**src/rtl/dct_mac_sequencer.sv**
```systemverilog
// Issue/capture sequencer for the shared DCT multiply-accumulate unit: 8x8 term
// issue per row, latency-matched result capture and a 2-entry result buffer.
//
// state   | meaning
// S_IDLE  | waiting for a row; row_ready high
// S_ISSUE | stepping k (outer) and n (inner) terms into the MAC unit
module dct_mac_sequencer #(
   parameter int ACC_W   = 22,
   parameter int MAC_LAT = 2
) (
   input  logic             clk,
   input  logic             rst,
   input  logic             row_valid,
   output logic             row_ready,
   output logic [2:0]       smp_sel,
   output logic [5:0]       coef_addr,
   output logic             mac_en,
   output logic             acc_clr,
   input  logic [ACC_W-1:0] acc_val,
   output logic [ACC_W-1:0] res,
   output logic [2:0]       res_k,
   output logic             res_valid,
   input  logic             res_ready,
   output logic             busy
);
   typedef enum logic {S_IDLE = 1'b0, S_ISSUE = 1'b1} state_t;

   state_t             state_q, state_d;
   logic [2:0]         k_q, k_d, n_q, n_d;
   logic [MAC_LAT-1:0] dl_vld_q, dl_vld_d;
   logic [2:0]         dl_tag_q [MAC_LAT];
   logic [2:0]         dl_tag_d [MAC_LAT];
   logic [ACC_W-1:0]   buf_val_q [2];
   logic [ACC_W-1:0]   buf_val_d [2];
   logic [2:0]         buf_k_q [2];
   logic [2:0]         buf_k_d [2];
   logic [1:0]         cnt_q, cnt_d;
   logic [1:0]         infl_q, infl_d;

   logic       issuing, stall, last_term, accept, capture, pop, wr_slot;
   logic [2:0] credit_used;

   always_comb begin
      issuing     = (state_q == S_ISSUE);
      credit_used = {1'b0, cnt_q} + {1'b0, infl_q};
      // a new group may only start if its result is guaranteed a buffer slot
      stall       = issuing && (n_q == 3'd0) && (credit_used >= 3'd2);
      last_term   = issuing && (k_q == 3'd7) && (n_q == 3'd7);
      row_ready   = !issuing || last_term;
      accept      = row_valid && row_ready;
      mac_en      = issuing && !stall;
      acc_clr     = mac_en && (n_q == 3'd0);
      smp_sel     = n_q;
      coef_addr   = {k_q, n_q};
      capture     = dl_vld_q[MAC_LAT-1];
      res_valid   = (cnt_q != 2'd0);
      pop         = res_valid && res_ready;
      res         = buf_val_q[0];
      res_k       = buf_k_q[0];
      busy        = issuing || (infl_q != 2'd0);
   end

   always_comb begin
      state_d = state_q;
      k_d     = k_q;
      n_d     = n_q;
      if (!issuing) begin
         if (accept) begin
            state_d = S_ISSUE;
            k_d     = 3'd0;
            n_d     = 3'd0;
         end
      end else if (mac_en) begin
         {k_d, n_d} = {k_q, n_q} + 6'd1;
         if (last_term && !accept) state_d = S_IDLE;
      end

      dl_vld_d[0] = mac_en && (n_q == 3'd7);
      dl_tag_d[0] = k_q;
      for (int i = 1; i < MAC_LAT; i++) begin
         dl_vld_d[i] = dl_vld_q[i-1];
         dl_tag_d[i] = dl_tag_q[i-1];
      end

      infl_d = infl_q + {1'b0, acc_clr} - {1'b0, capture};

      // head lives in slot 0; a pop shifts slot 1 down before any push lands
      buf_val_d = buf_val_q;
      buf_k_d   = buf_k_q;
      if (pop) begin
         buf_val_d[0] = buf_val_q[1];
         buf_k_d[0]   = buf_k_q[1];
      end
      wr_slot = cnt_q[1] || (cnt_q[0] && !pop);
      if (capture) begin
         buf_val_d[wr_slot] = acc_val;
         buf_k_d[wr_slot]   = dl_tag_q[MAC_LAT-1];
      end
      cnt_d = cnt_q + {1'b0, capture} - {1'b0, pop};
   end

   always_ff @(posedge clk or posedge rst) begin
      if (rst) begin
         state_q  <= S_IDLE;
         k_q      <= '0;
         n_q      <= '0;
         dl_vld_q <= '0;
         for (int i = 0; i < MAC_LAT; i++) dl_tag_q[i] <= '0;
         for (int i = 0; i < 2; i++) begin
            buf_val_q[i] <= '0;
            buf_k_q[i]   <= '0;
         end
         cnt_q    <= '0;
         infl_q   <= '0;
      end else begin
         state_q   <= state_d;
         k_q       <= k_d;
         n_q       <= n_d;
         dl_vld_q  <= dl_vld_d;
         dl_tag_q  <= dl_tag_d;
         buf_val_q <= buf_val_d;
         buf_k_q   <= buf_k_d;
         cnt_q     <= cnt_d;
         infl_q    <= infl_d;
      end
   end
endmodule

```
**config.mk**
```make
export PLATFORM = sky130hd
export DESIGN_NAME = dct_mac_sequencer
export DESIGN_NICKNAME = d
export VERILOG_FILES = /design/src/rtl/dct_mac_sequencer.sv
export SDC_FILE = /design/constraint.sdc
export NUM_CORES = 1
export LEC_CHECK = 0
export ABC_CLOCK_PERIOD_IN_PS = 1900
export BUFFER_PORTS_ARGS = -buffer_cell sky130_fd_sc_hd__clkbuf_2
export CELL_PAD_IN_SITES_DETAIL_PLACEMENT = 1
export CELL_PAD_IN_SITES_GLOBAL_PLACEMENT = 2
export CORE_UTILIZATION = 33
export DETAILED_ROUTE_END_ITERATION = 10
export PLACE_DENSITY_LB_ADDON = 0.1
export SLEW_MARGIN = 20
export SYNTH_ARGS = -nofsm -noshare
export SYNTH_HDL_FRONTEND = slang
export SYNTH_SLANG_ARGS = --single-unit
```
**constraint.sdc**
```tcl
create_clock -name clk -period 1.9 [get_ports clk]
set_input_delay 0.19 -clock clk [delete_from_list [all_inputs] [get_ports clk]]
set_output_delay 0.19 -clock clk [all_outputs]
set_load 0.1 [all_outputs]
```
After elaboration in Yosys (flattened, before gate mapping). Cells that the tools add are included.

Bits in registers: 69. Input bits: 26. Output and inout port bits: 39. Logic and storage cells: 68.

Add/subtract/negate cells: 6. Order comparisons: 3. Equality and inequality tests: 3. Multiplexer cells: 19. Bitwise gates (word level): 1. Reduce and logical (&&, ||, !) cells: 24.

Operators with widths (number): $bwmux W44 (1); $mux W22 (2); $mux W44 (1); $demux W22 S1 (1); $mux W3 (7); $logic_and A1 B1 Y1 (12); $add A6 B1 Y6 const B (1); $bwmux W6 (1); $eq A3 B3 Y1 const B (2); $mux W6 (1); $reduce_bool A2 Y1 (3); $add A2 B1 Y2 (2); $logic_not A1 Y1 (4); $mux W1 (4); $sub A2 B1 Y2 (2); $add A2 B2 Y3 (1); $demux W3 S1 (1); $ge A3 B2 Y1 const B (1); $logic_not A3 Y1 (1); $logic_or A1 B1 Y1 (3); $ge A2 B2 Y1 const B (1); $lt A2 B1 Y1 const B (1); $ne A2 B2 Y1 const B (1); $not A1 Y2 (1); $reduce_and A2 Y1 (1).

Depth between registers and ports, before layout. Gate-level depths: netlist of run 1.

Word-level depth: 12. Mapped depth: 9. Depth with buffers taken out: 8.

Worst setup path before layout of run 1. No wires, ideal clock.

Path kind: reg2reg. From: register n_q[0], in the netlist smp_sel[0]. To: register infl_q[1]. Setup time: 80 ps. Arrival time: 3962 ps. Required time: 1820 ps. Slack: -2142 ps. Cell stages (with the launch flop): 9. Buffers on the path: 0. Period minus slack after synthesis: 4042 ps. Cell sequence: dfrtp_1 inv_1 ha_1 nor2b_1 a21boi_2 and2_1 ha_1 xnor2_1 xnor2_1.

Word-level cells in the longest chain between the ends: 8.

RTL lines: start: declaration (RTL line 29) `logic [2:0] k_q, k_d, n_q, n_d;`; start signal: assignment (RTL line 118) `n_q <= n_d;`; $logic_not A3 Y1 (RTL line 47) `stall = issuing && (n_q == 3'd0) && (credit_used >= 3'd2);`; $logic_and A1 B1 Y1 (2 in series) (RTL line 47); $logic_not A1 Y1 (RTL line 51) `mac_en = issuing && !stall;`; $logic_and A1 B1 Y1 (RTL line 51); via mac_en (RTL line 17) `output logic mac_en,`; $logic_and A1 B1 Y1 (RTL line 52) `acc_clr = mac_en && (n_q == 3'd0);`; via acc_clr (RTL line 18) `output logic acc_clr,`; $add A2 B1 Y2 (RTL line 85) `infl_d = infl_q + {1'b0, acc_clr} - {1'b0, capture};`; $sub A2 B1 Y2 (RTL line 85); via infl_d[1] (RTL line 38) `logic [1:0] infl_q, infl_d;`; end signal: assignment (RTL line 124) `infl_q <= infl_d;`; end: declaration (RTL line 38).

The timed path passes the listed nets, and every way through them passes these cells. A chain may end at the register's enable or synchronous reset.

Final worst setup path of run 1.
From: register cnt_q[1]. To: output port acc_clr.

Word-level cells in the longest chain between the ends: 6.

RTL lines: start: declaration (RTL line 37) `logic [1:0] cnt_q, cnt_d;`; start signal: assignment (RTL line 123) `cnt_q <= cnt_d;`; $add A2 B2 Y3 (RTL line 45) `credit_used = {1'b0, cnt_q} + {1'b0, infl_q};`; $ge A3 B2 Y1 (RTL line 47); $logic_and A1 B1 Y1 (RTL line 47); $logic_not A1 Y1 (RTL line 51); $logic_and A1 B1 Y1 (RTL line 51); $logic_and A1 B1 Y1 (RTL line 52); end: declaration (RTL line 18).

Every way passes these cells.

==> flow_metrics.py, run 1 <==
metrics = {
    "clock_network": {
        "cts_inserted_buffers": 9,
        "clock_path_buffers": 2,
        "cts_tree": "built",
        "cts.sink_count": 69,
        "path_clk_slew_ns": 0.07,
        "cts_htree_levels": 3,
        "clock_latency_ns": 0.34,
        "clock-root-buffer": "clkbuf_8",
    },
    "drt": {
        "dr.pass1.iters": 4,
        "routedWlPerCell_microns": 15.2,
        "drc": 0,
        "drt_iter0_drc": 30,
        "wl_microns": 7010,
        "antenna_left": 0,
        "avgViaCountPerCell": 4.55,
        "num_vias": 2093,
    },
    "critical_path": {
        "crit_start": "cnt_q[1]",
        "cp.arrival_ns": 1.88,
        "crit_fanout": 3,
        "reg2reg_from": "cnt_q[1]",
        "cp.required_ns": 1.71,
        "end_kind": "primary output",
        "path_class": "flop to primary output",
        "start_kind": "flop",
    },
    "logic_synthesis": {
        "netlist_instances": 270,
        "synth_xor_xnor_area_share_pct": 1.28,
        "synth_top_area_share_pct": 50.6,
        "synthesis.nets": 305,
        "synth_top_family_by_area": "compound AO/OA/AOI/OAI gates",
        "synth_area_leaders": "dfrtp_1 (51%), a2bb2oi_2 (8.8%), buf_4 (7.5%), a21oi_2 (5.1%), mux2_2 (4.6%)",
        "synth_top_cell_by_area": "dfrtp_1",
        "synth_flop_cell": "dfrtp_1",
        "ys_warn_count": 0,
        "yosys_register_bits": 69,
        "synth_compound_area_share_pct": 18.2,
        "yosysSeqAreaShare_pct": 50.6,
        "ys_types": 33,
        "synthMuxAreaShare_pct": 8.87,
        "synth_edf_count": 0,
        "yosysMostFrequentCell": "dfrtp_1",
        "synth_async_sr_flop_share_pct": 100,
        "synth_simple_gate_area_share_pct": 6.60,
        "synthAdderAreaFrac_pct": 3.52,
        "netlist_top_cells_count": "dfrtp_1 (69), buf_4 (34), nand2_1 (32)",
        "avgSynthCellArea_sq_um": 12.6,
        "syn_area_sq_um": 3410,
    },
    "timing": {
        "min_period_ns": 2.07,
        "worst_pin_slew_ns": 0.565,
        "max_freq_ghz": 0.484,
        "fin_crit_sh_pct": 109,
        "fin_skew_ns": 0.0122,
        "setup_violations": 3,
        "rsz0062_at_grt": "true",
        "drv_slew": 0,
        "hold_viol": 0,
        "fin_ws_ns": -0.167,
        "slew_headroom_pct": 62.5,
        "tns_ns": -0.358,
    },
    "grt": {
        "grt-busiest-layer": "met2",
        "overflow": 0,
        "use_met2_pct": 23.0,
        "met1_usage_pct": 19.2,
        "grt_pass1_wl_microns": 12200,
        "antenna_found_initial": 0,
        "use_met3_pct": 3.34,
        "grt_util_all_layers_pct": 14.6,
        "grt_max_degree": 70,
        "grt_pass1_vias": 2361,
    },
    "die": {
        "die_w_microns": 104,
        "dieArea_sq_um": 10800,
        "die_height_microns": 104,
        "core_sq_um": 9910,
        "rows": 36,
        "io-pin-count": 65,
        "initial_core_util_pct": 34.4,
    },
    "placed_design": {
        "dp_slack_ns": 0.0325,
        "dp_hpwl_microns": 4710,
        "portBuffers": 64,
        "gp_congestion": 0.703,
        "placed_cell_area_sq_um": 3830,
    },
    "finish": {
        "finalInstanceArea_sq_um": 4060,
        "nets": 358,
        "diodes": 0,
        "n_fill_cell": 1103,
        "utilization_pct": 41.0,
        "regArea_sq_um": 1730,
        "area_delta_synth_final_pct": 19.1,
        "multiInputGateArea_sq_um": 1370,
        "final_layout_size_suffix_gt1_share_pct": 52.6,
    },
    "outcome": {
        "failed_checks": "setup timing",
        "status": "finished with violations",
    },
    "hold_path": {
        "hold_start": "acc_val[16]",
        "hp-class": "input port to flop",
    },
    "job": {
        "cap_violations": 0,
    },
}
[worst max-delay path, cell delays in order (launching register included)]
cell and delay [ns]:
dfrtp_1 0.39, inv_2 0.06, fa_1 0.55, nand2_2 0.07, a21boi_4 0.13, and2_4 0.17, buf_12 0.17
[layout by cell type, fill, tap and decap left out, types with 2 or more instances in the layout]
| cell | instances |
|---|---|
| nand4_1 | 2 |
| nand2_2 | 2 |
| mux2_2 | 14 |
| dfrtp_2 | 3 |
| a2bb2oi_1 | 5 |
| or3_1 | 2 |
| inv_1 | 5 |
| clkbuf_8 | 9 |
| o21ai_4 | 3 |
| a21oi_1 | 6 |
| buf_4 | 16 |
| a21oi_2 | 20 |
| ha_1 | 6 |
| nand2_1 | 31 |
| clkinv_2 | 3 |
| inv_2 | 3 |
| xnor2_1 | 3 |
| nor2_1 | 3 |
| mux2_1 | 12 |
| a2bb2oi_2 | 20 |
| buf_12 | 7 |
| clkinvlp_4 | 2 |
| clkbuf_2 | 61 |
| dfrtp_1 | 66 |
| o21ai_0 | 2 |
[worst paths after layout]
path	end	slack (ns)	cells after the start
min in group asynchronous	res_k[1]	0.49	4
hold reg to reg	dl_tag_q[0]	0.35	0
hold / removal	flop	0.08	2
max in group asynchronous	res[13]	1.11	4
setup / recovery	acc_clr	-0.17	6
setup reg to reg	infl_q[1]	-0.05	9
[metrics by stage]
stage | hold WS, ns | std cells
after floorplan | 0.294 | 270
after global placement | 0.316 | 439
after detailed placement | 0.320 | 439
after CTS | 0.0663 | 457
after global routing | 0.0744 | 460
final | 0.0847 | 460
[cells by family (layout without fill, tap and decap cells)]
| group | after synthesis | after routing |
|---|---|---|
| buffers and inverters | 53 | 110 |
| AOI/OAI and AO/OA | 59 | 59 |
| DFF | 69 | 69 |
| muxes | 27 | 27 |
| xor gates and xnor gates | 5 | 5 |
| and+or+nand+nor | 48 | 48 |
| adders and majority gates | 9 | 9 |
[repair_timing]
item / in CTS / in global routing
hold buffers: 1 / 0
gates resized for setup: 0 / 1
setup endpoints to repair: 3 / 6
gates cloned: 0 / 0
pin swaps: 0 / 2
endpoints found under the hold margin: 69 / 0
setup buffers: 2 / 3
[layer usage]
layer / share of wire (%) / vias up
li1: - / 1002
met1: 47 / 1035
met2: 47 / 47
met3: 4.1 / 9
met4: 1.5 / 0
met5: 0 / -
[layout make-up]
type / instances / share of cell area [%]
Sequential cell: 69 / 42.6
Multi-Input combinational cell: 148 / 33.7
Timing Repair Buffer: 85 / 14.2
Tap cell: 133 / 4.09
Clock buffer: 10 / 3.14
Clock inverter: 5 / 1.29
Inverter: 10 / 1.08
Power of run 1 is left out: the tool's default activity adds up to more than one toggle a clock period on the data nets, which glitch-free logic cannot reach.
==> run 2: changes to the inputs <==
--- a/config.mk
+++ b/config.mk
@@ -6,13 +6,13 @@
 export NUM_CORES = 1
 export LEC_CHECK = 0
 export ABC_CLOCK_PERIOD_IN_PS = 1900
-export BUFFER_PORTS_ARGS = -buffer_cell sky130_fd_sc_hd__clkbuf_2
+export CAP_MARGIN = 20
 export CELL_PAD_IN_SITES_DETAIL_PLACEMENT = 1
 export CELL_PAD_IN_SITES_GLOBAL_PLACEMENT = 2
-export CORE_UTILIZATION = 33
+export CORE_UTILIZATION = 35
 export DETAILED_ROUTE_END_ITERATION = 10
+export DONT_BUFFER_PORTS = 1
 export PLACE_DENSITY_LB_ADDON = 0.1
-export SLEW_MARGIN = 20
 export SYNTH_ARGS = -nofsm -noshare
 export SYNTH_HDL_FRONTEND = slang
 export SYNTH_SLANG_ARGS = --single-unit
==> run 2 against run 1 <==
  * The flow still finishes with violations (setup timing)
  * Critical path depth is the same
  * Non-clock buffer count increased by 5
  * Clock-buffer cell count is 2 higher
==> flow_metrics.py, run 2 (synthesis results as in run 1) <==
metrics = {
    "critical_path": {
        "start_kind": "flop",
        "cp.arrival_ns": 1.83,
        "cp.required_ns": 1.71,
        "crit_fanout": 2,
        "reg2reg_from": "cnt_q[1]",
        "regToRegSetupSlack_ns": 0.01,
        "end_kind": "primary output",
        "path_class": "flop to primary output",
        "crit_start": "cnt_q[1]",
    },
    "placed_design": {
        "gp_congestion": 0.709,
        "dp_hpwl_microns": 4520,
        "dp_slack_ns": -0.0714,
        "portBuffers": 0,
    },
    "finish": {
        "final_layout_size_suffix_gt1_share_pct": 47.7,
        "regArea_sq_um": 1730,
        "n_fill_cell": 975,
        "multiInputGateArea_sq_um": 1380,
        "diodes": 0,
        "nets": 363,
        "final_common_cell": "dfrtp_1",
        "layout_common_cells": "dfrtp_1 (64), buf_4 (57), nand2_1 (31), dlygate4sd3_1 (24)",
        "area_delta_synth_final_pct": 28.8,
    },
    "die": {
        "rows": 35,
        "die_height_microns": 101,
        "die_w_microns": 101,
        "dieArea_sq_um": 10100,
        "initial_core_util_pct": 36.6,
        "io-pin-count": 65,
        "core_sq_um": 9330,
    },
    "timing": {
        "setup_violations": 2,
        "hold_viol": 0,
        "fin_skew_ns": 0.00467,
        "fin_ws_ns": -0.123,
        "rsz0062_at_grt": "true",
        "min_period_ns": 2.02,
        "fin_crit_sh_pct": 106,
        "slew_headroom_pct": 63.8,
        "worst_pin_slew_ns": 0.547,
        "max_freq_ghz": 0.494,
        "drv_slew": 0,
    },
    "hold_path": {
        "hold_start": "row_valid",
        "hp-class": "input port to flop",
    },
    "grt": {
        "grt_max_degree": 70,
        "overflow": 0,
        "grt_pass1_vias": 2350,
        "grt_util_all_layers_pct": 15.6,
        "grt_pass1_wl_microns": 11900,
        "antenna_found_initial": 0,
    },
    "clock_network": {
        "cts_tree": "built",
        "clock_path_buffers": 2,
        "clock-root-buffer": "clkbuf_8",
        "clock_latency_ns": 0.33,
        "path_clk_slew_ns": 0.07,
        "cts_htree_levels": 3,
        "cts_inserted_buffers": 9,
        "cts.sink_count": 69,
    },
    "drt": {
        "num_vias": 2115,
        "wl_met3_microns": 365,
        "routedWlPerCell_microns": 16.0,
        "top_layer": "met4",
        "avgViaCountPerCell": 4.58,
        "drc": 0,
        "antenna_left": 0,
        "dr.pass1.iters": 4,
        "drt_iter0_drc": 45,
        "wl_met1_microns": 3480,
        "wl_microns": 7400,
        "route.met2.wl_microns": 3450,
    },
    "outcome": {
        "status": "finished with violations",
        "failed_checks": "setup timing",
    },
    "job": {
        "cap_violations": 0,
    },
}
==> run 2: cell types whose count changed in the layout (fill, tap and decap cells not counted), sizes merged <==
cell,delta
buf,+42
clkbuf,-58
bufinv,+1
dlygate4sd3,+23
clkinvlp,-1
clkinv,-1
==> run 2: path summary, 6_finish.rpt <==
kind | end | cells after the start
setup / recovery | acc_clr | 6
hold / removal | smp_sel[2] | 2
max in group asynchronous | cnt_q[1] | 3
min in group asynchronous | dl_tag_q[0] | 3
hold reg to reg | dl_tag_q[1] | 0
setup reg to reg | infl_q[1] | 9
==> run 2: what timing repair did <==
action	4_1_cts	5_1_grt
cloned	0	1
pin swaps	5	6
setup endpoints to repair	20	6
endpoints found under the hold margin	114	0
resized for setup	11	3
setup buffers	10	8
hold buffers	24	0
==> run 2: metal layers <==
layer  up-vias  global-route usage [%]
li1       1013                       -
met1      1049                    20.2
met2        45                    24.5
met3         8                    4.30
met4         0                    6.35
met5         -                       0
==> run 2: area by class of cell <==
class	instances	share of cell area, %
repair buffers	90	19.4
inverters	10	0.997
multi-input cells	148	31.3
clock buffers	12	3.53
well taps	129	3.67
flip-flops and latches	69	39.4
clock inverters	4	1.59
==> run 2: metrics by stage <==
step                instance area [sq um]  hold WS [ns]  instances  TNS (ns)  util, %
finish                               4390        0.0539        462    -0.217     47.1
global route                         4390        0.0431        462    -0.546     47.1
CTS                                  4310        0.0355        455    -0.305     46.2
detailed placement                   3730         0.205        405    -0.290     40.0
global placement                     3730         0.207        405    -0.257     40.0
floorplan                            3470         0.294        270     -3.30        -
==> run 2: worst max-delay path, stage by stage (launching register included) <==
cell and delay [ns]:
dfrtp_2 0.37, inv_2 0.05, fa_1 0.54, nand2_2 0.07
a21boi_4 0.13, and2_4 0.17, buf_12 0.17
Power of run 2 is left out for the same reason.
==> run 3: changes to the inputs <==
--- a/config.mk
+++ b/config.mk
@@ -7,8 +7,8 @@
 export LEC_CHECK = 0
 export ABC_CLOCK_PERIOD_IN_PS = 1900
 export CAP_MARGIN = 20
-export CELL_PAD_IN_SITES_DETAIL_PLACEMENT = 1
-export CELL_PAD_IN_SITES_GLOBAL_PLACEMENT = 2
+export CELL_PAD_IN_SITES_DETAIL_PLACEMENT = 0
+export CELL_PAD_IN_SITES_GLOBAL_PLACEMENT = 1
 export CORE_UTILIZATION = 35
 export DETAILED_ROUTE_END_ITERATION = 10
 export DONT_BUFFER_PORTS = 1
==> run 3 against run 2 <==
  * Worst hold slack is essentially flat
  * Die area is the same
  * Worst setup slack lost 0.034 ns
  * The run still ends with setup timing left
==> flow_metrics.py, run 3 (synthesis results as in run 1) <==
metrics = {
    "finish": {
        "nets": 356,
        "utilization_pct": 45.6,
        "diodes": 0,
        "n_fill_cell": 890,
        "final_common_cell": "dfrtp_1",
        "layout_common_cells": "dfrtp_1 (65), buf_4 (52), nand2_1 (31), dlygate4sd3_1 (24)",
        "final_layout_size_suffix_gt1_share_pct": 45.7,
        "area_delta_synth_final_pct": 24.5,
    },
    "outcome": {
        "status": "finished with violations",
        "failed_checks": "setup timing",
    },
    "clock_network": {
        "cts.sink_count": 69,
        "clock_latency_ns": 0.34,
        "cts_tree": "built",
        "cts_htree_levels": 3,
        "clock_path_buffers": 2,
        "clock-root-buffer": "clkbuf_8",
        "path_clk_slew_ns": 0.08,
        "cts_inserted_buffers": 9,
    },
    "grt": {
        "antenna_found_initial": 0,
        "grt_pass1_vias": 2238,
        "grt_pass1_wl_microns": 11300,
        "grt_max_degree": 30,
        "overflow": 0,
        "grt_util_all_layers_pct": 14.8,
    },
    "timing": {
        "fin_crit_sh_pct": 108,
        "max_freq_ghz": 0.486,
        "setup_violations": 3,
        "slew_headroom_pct": 55.9,
        "worst_pin_slew_ns": 0.660,
        "fin_skew_ns": 0.00953,
        "drv_slew": 0,
        "fin_ws_ns": -0.157,
        "hold_viol": 0,
        "rsz0062_at_grt": "true",
        "whs_ns": 0.0536,
        "min_period_ns": 2.06,
    },
    "job": {
        "cap_violations": 0,
    },
    "die": {
        "rows": 35,
        "core_sq_um": 9330,
        "die_height_microns": 101,
        "io-pin-count": 65,
        "dieArea_sq_um": 10100,
        "initial_core_util_pct": 36.6,
        "die_w_microns": 101,
    },
    "drt": {
        "route.met2.wl_microns": 3180,
        "drc": 0,
        "num_vias": 2057,
        "wl_met3_microns": 417,
        "drt_iter0_drc": 35,
        "routedWlPerCell_microns": 14.6,
        "dr.pass1.iters": 4,
        "wl_met1_microns": 2990,
        "antenna_left": 0,
        "top_layer": "met4",
        "avgViaCountPerCell": 4.52,
        "wl_microns": 6650,
    },
    "critical_path": {
        "cp.required_ns": 1.71,
        "cp_slowest_cell": "fa_1",
        "path_class": "flop to primary output",
        "crit_chain": "inv_2, fa_1, nand2_2, a21boi_4, and2_4, buf_12",
        "start_kind": "flop",
        "max_stage_delay_ns": 0.55,
        "end_kind": "primary output",
        "cp.arrival_ns": 1.87,
        "crit_fanout": 2,
    },
    "placed_design": {
        "dp_hpwl_microns": 4330,
        "gp_congestion": 0.758,
        "portBuffers": 0,
    },
    "hold_path": {
        "hp-class": "input port to flop",
    },
}
-- run 3: cell type report --
type / count / area (sq um) / share of cell area [%]
Multi-Input combinational cell: 148 / 1370 / 32.1
Tap cell: 129 / 161 / 3.80
Clock inverter: 6 / 38.8 / 0.913
Clock buffer: 10 / 138 / 3.24
Inverter: 10 / 43.8 / 1.03
Sequential cell: 69 / 1730 / 40.8
Timing Repair Buffer: 83 / 771 / 18.1
-- run 3: per-layer routing --
layer,up-vias,track usage (%)
met5,-,0
met4,0,4.79
met3,4,5.62
met2,54,23.8
met1,1001,18.2
li1,998,-
-- run 3: timing repair --
| item | in CTS | in global routing |
|---|---|---|
| hold buffers | 24 | 0 |
| buffers inserted | 8 | 1 |
| pin swaps | 3 | 1 |
| gates resized for setup | 4 | 0 |
| endpoints found under the hold margin | 71 | 0 |
| endpoints found under the setup margin | 19 | 3 |
-- run 3: critical path: cells and delay by family (launching register included) --
family | cells | cell delay, ns
adders and majority gates | 1 | 0.55
DFF | 1 | 0.37
and+or+nand+nor | 2 | 0.26
buffers and inverters | 2 | 0.22
AOI/OAI and AO/OA | 1 | 0.14
-- run 3: final timing paths --
check | end | start | slack, ns | cells after the start
max in group asynchronous | res[5] | rst | 0.86 | 3
worst min register to register | dl_tag_q[2] | dl_tag_d[2] | 0.35 | 0
worst max register to register | infl_q[1] | cnt_q[1] | -0.01 | 9
min in group asynchronous | dl_tag_d[1] | rst | 0.43 | 2
worst min-delay path | smp_sel[2] | row_valid | 0.05 | 2
worst max-delay path | acc_clr | cnt_q[1] | -0.16 | 6
-- run 3: stage by stage --
stage	instance area [sq um]	worst slack [ns]	TNS [ns]	instances
floorplan	3470	-0.851	-3.30	270
global placement	3750	-0.0218	-0.0218	406
detailed placement	3750	-0.0350	-0.0844	406
CTS	4240	-0.175	-0.343	454
global route	4250	-0.262	-0.639	455
finish	4250	-0.157	-0.320	455
Power of run 3 is left out for the same reason.
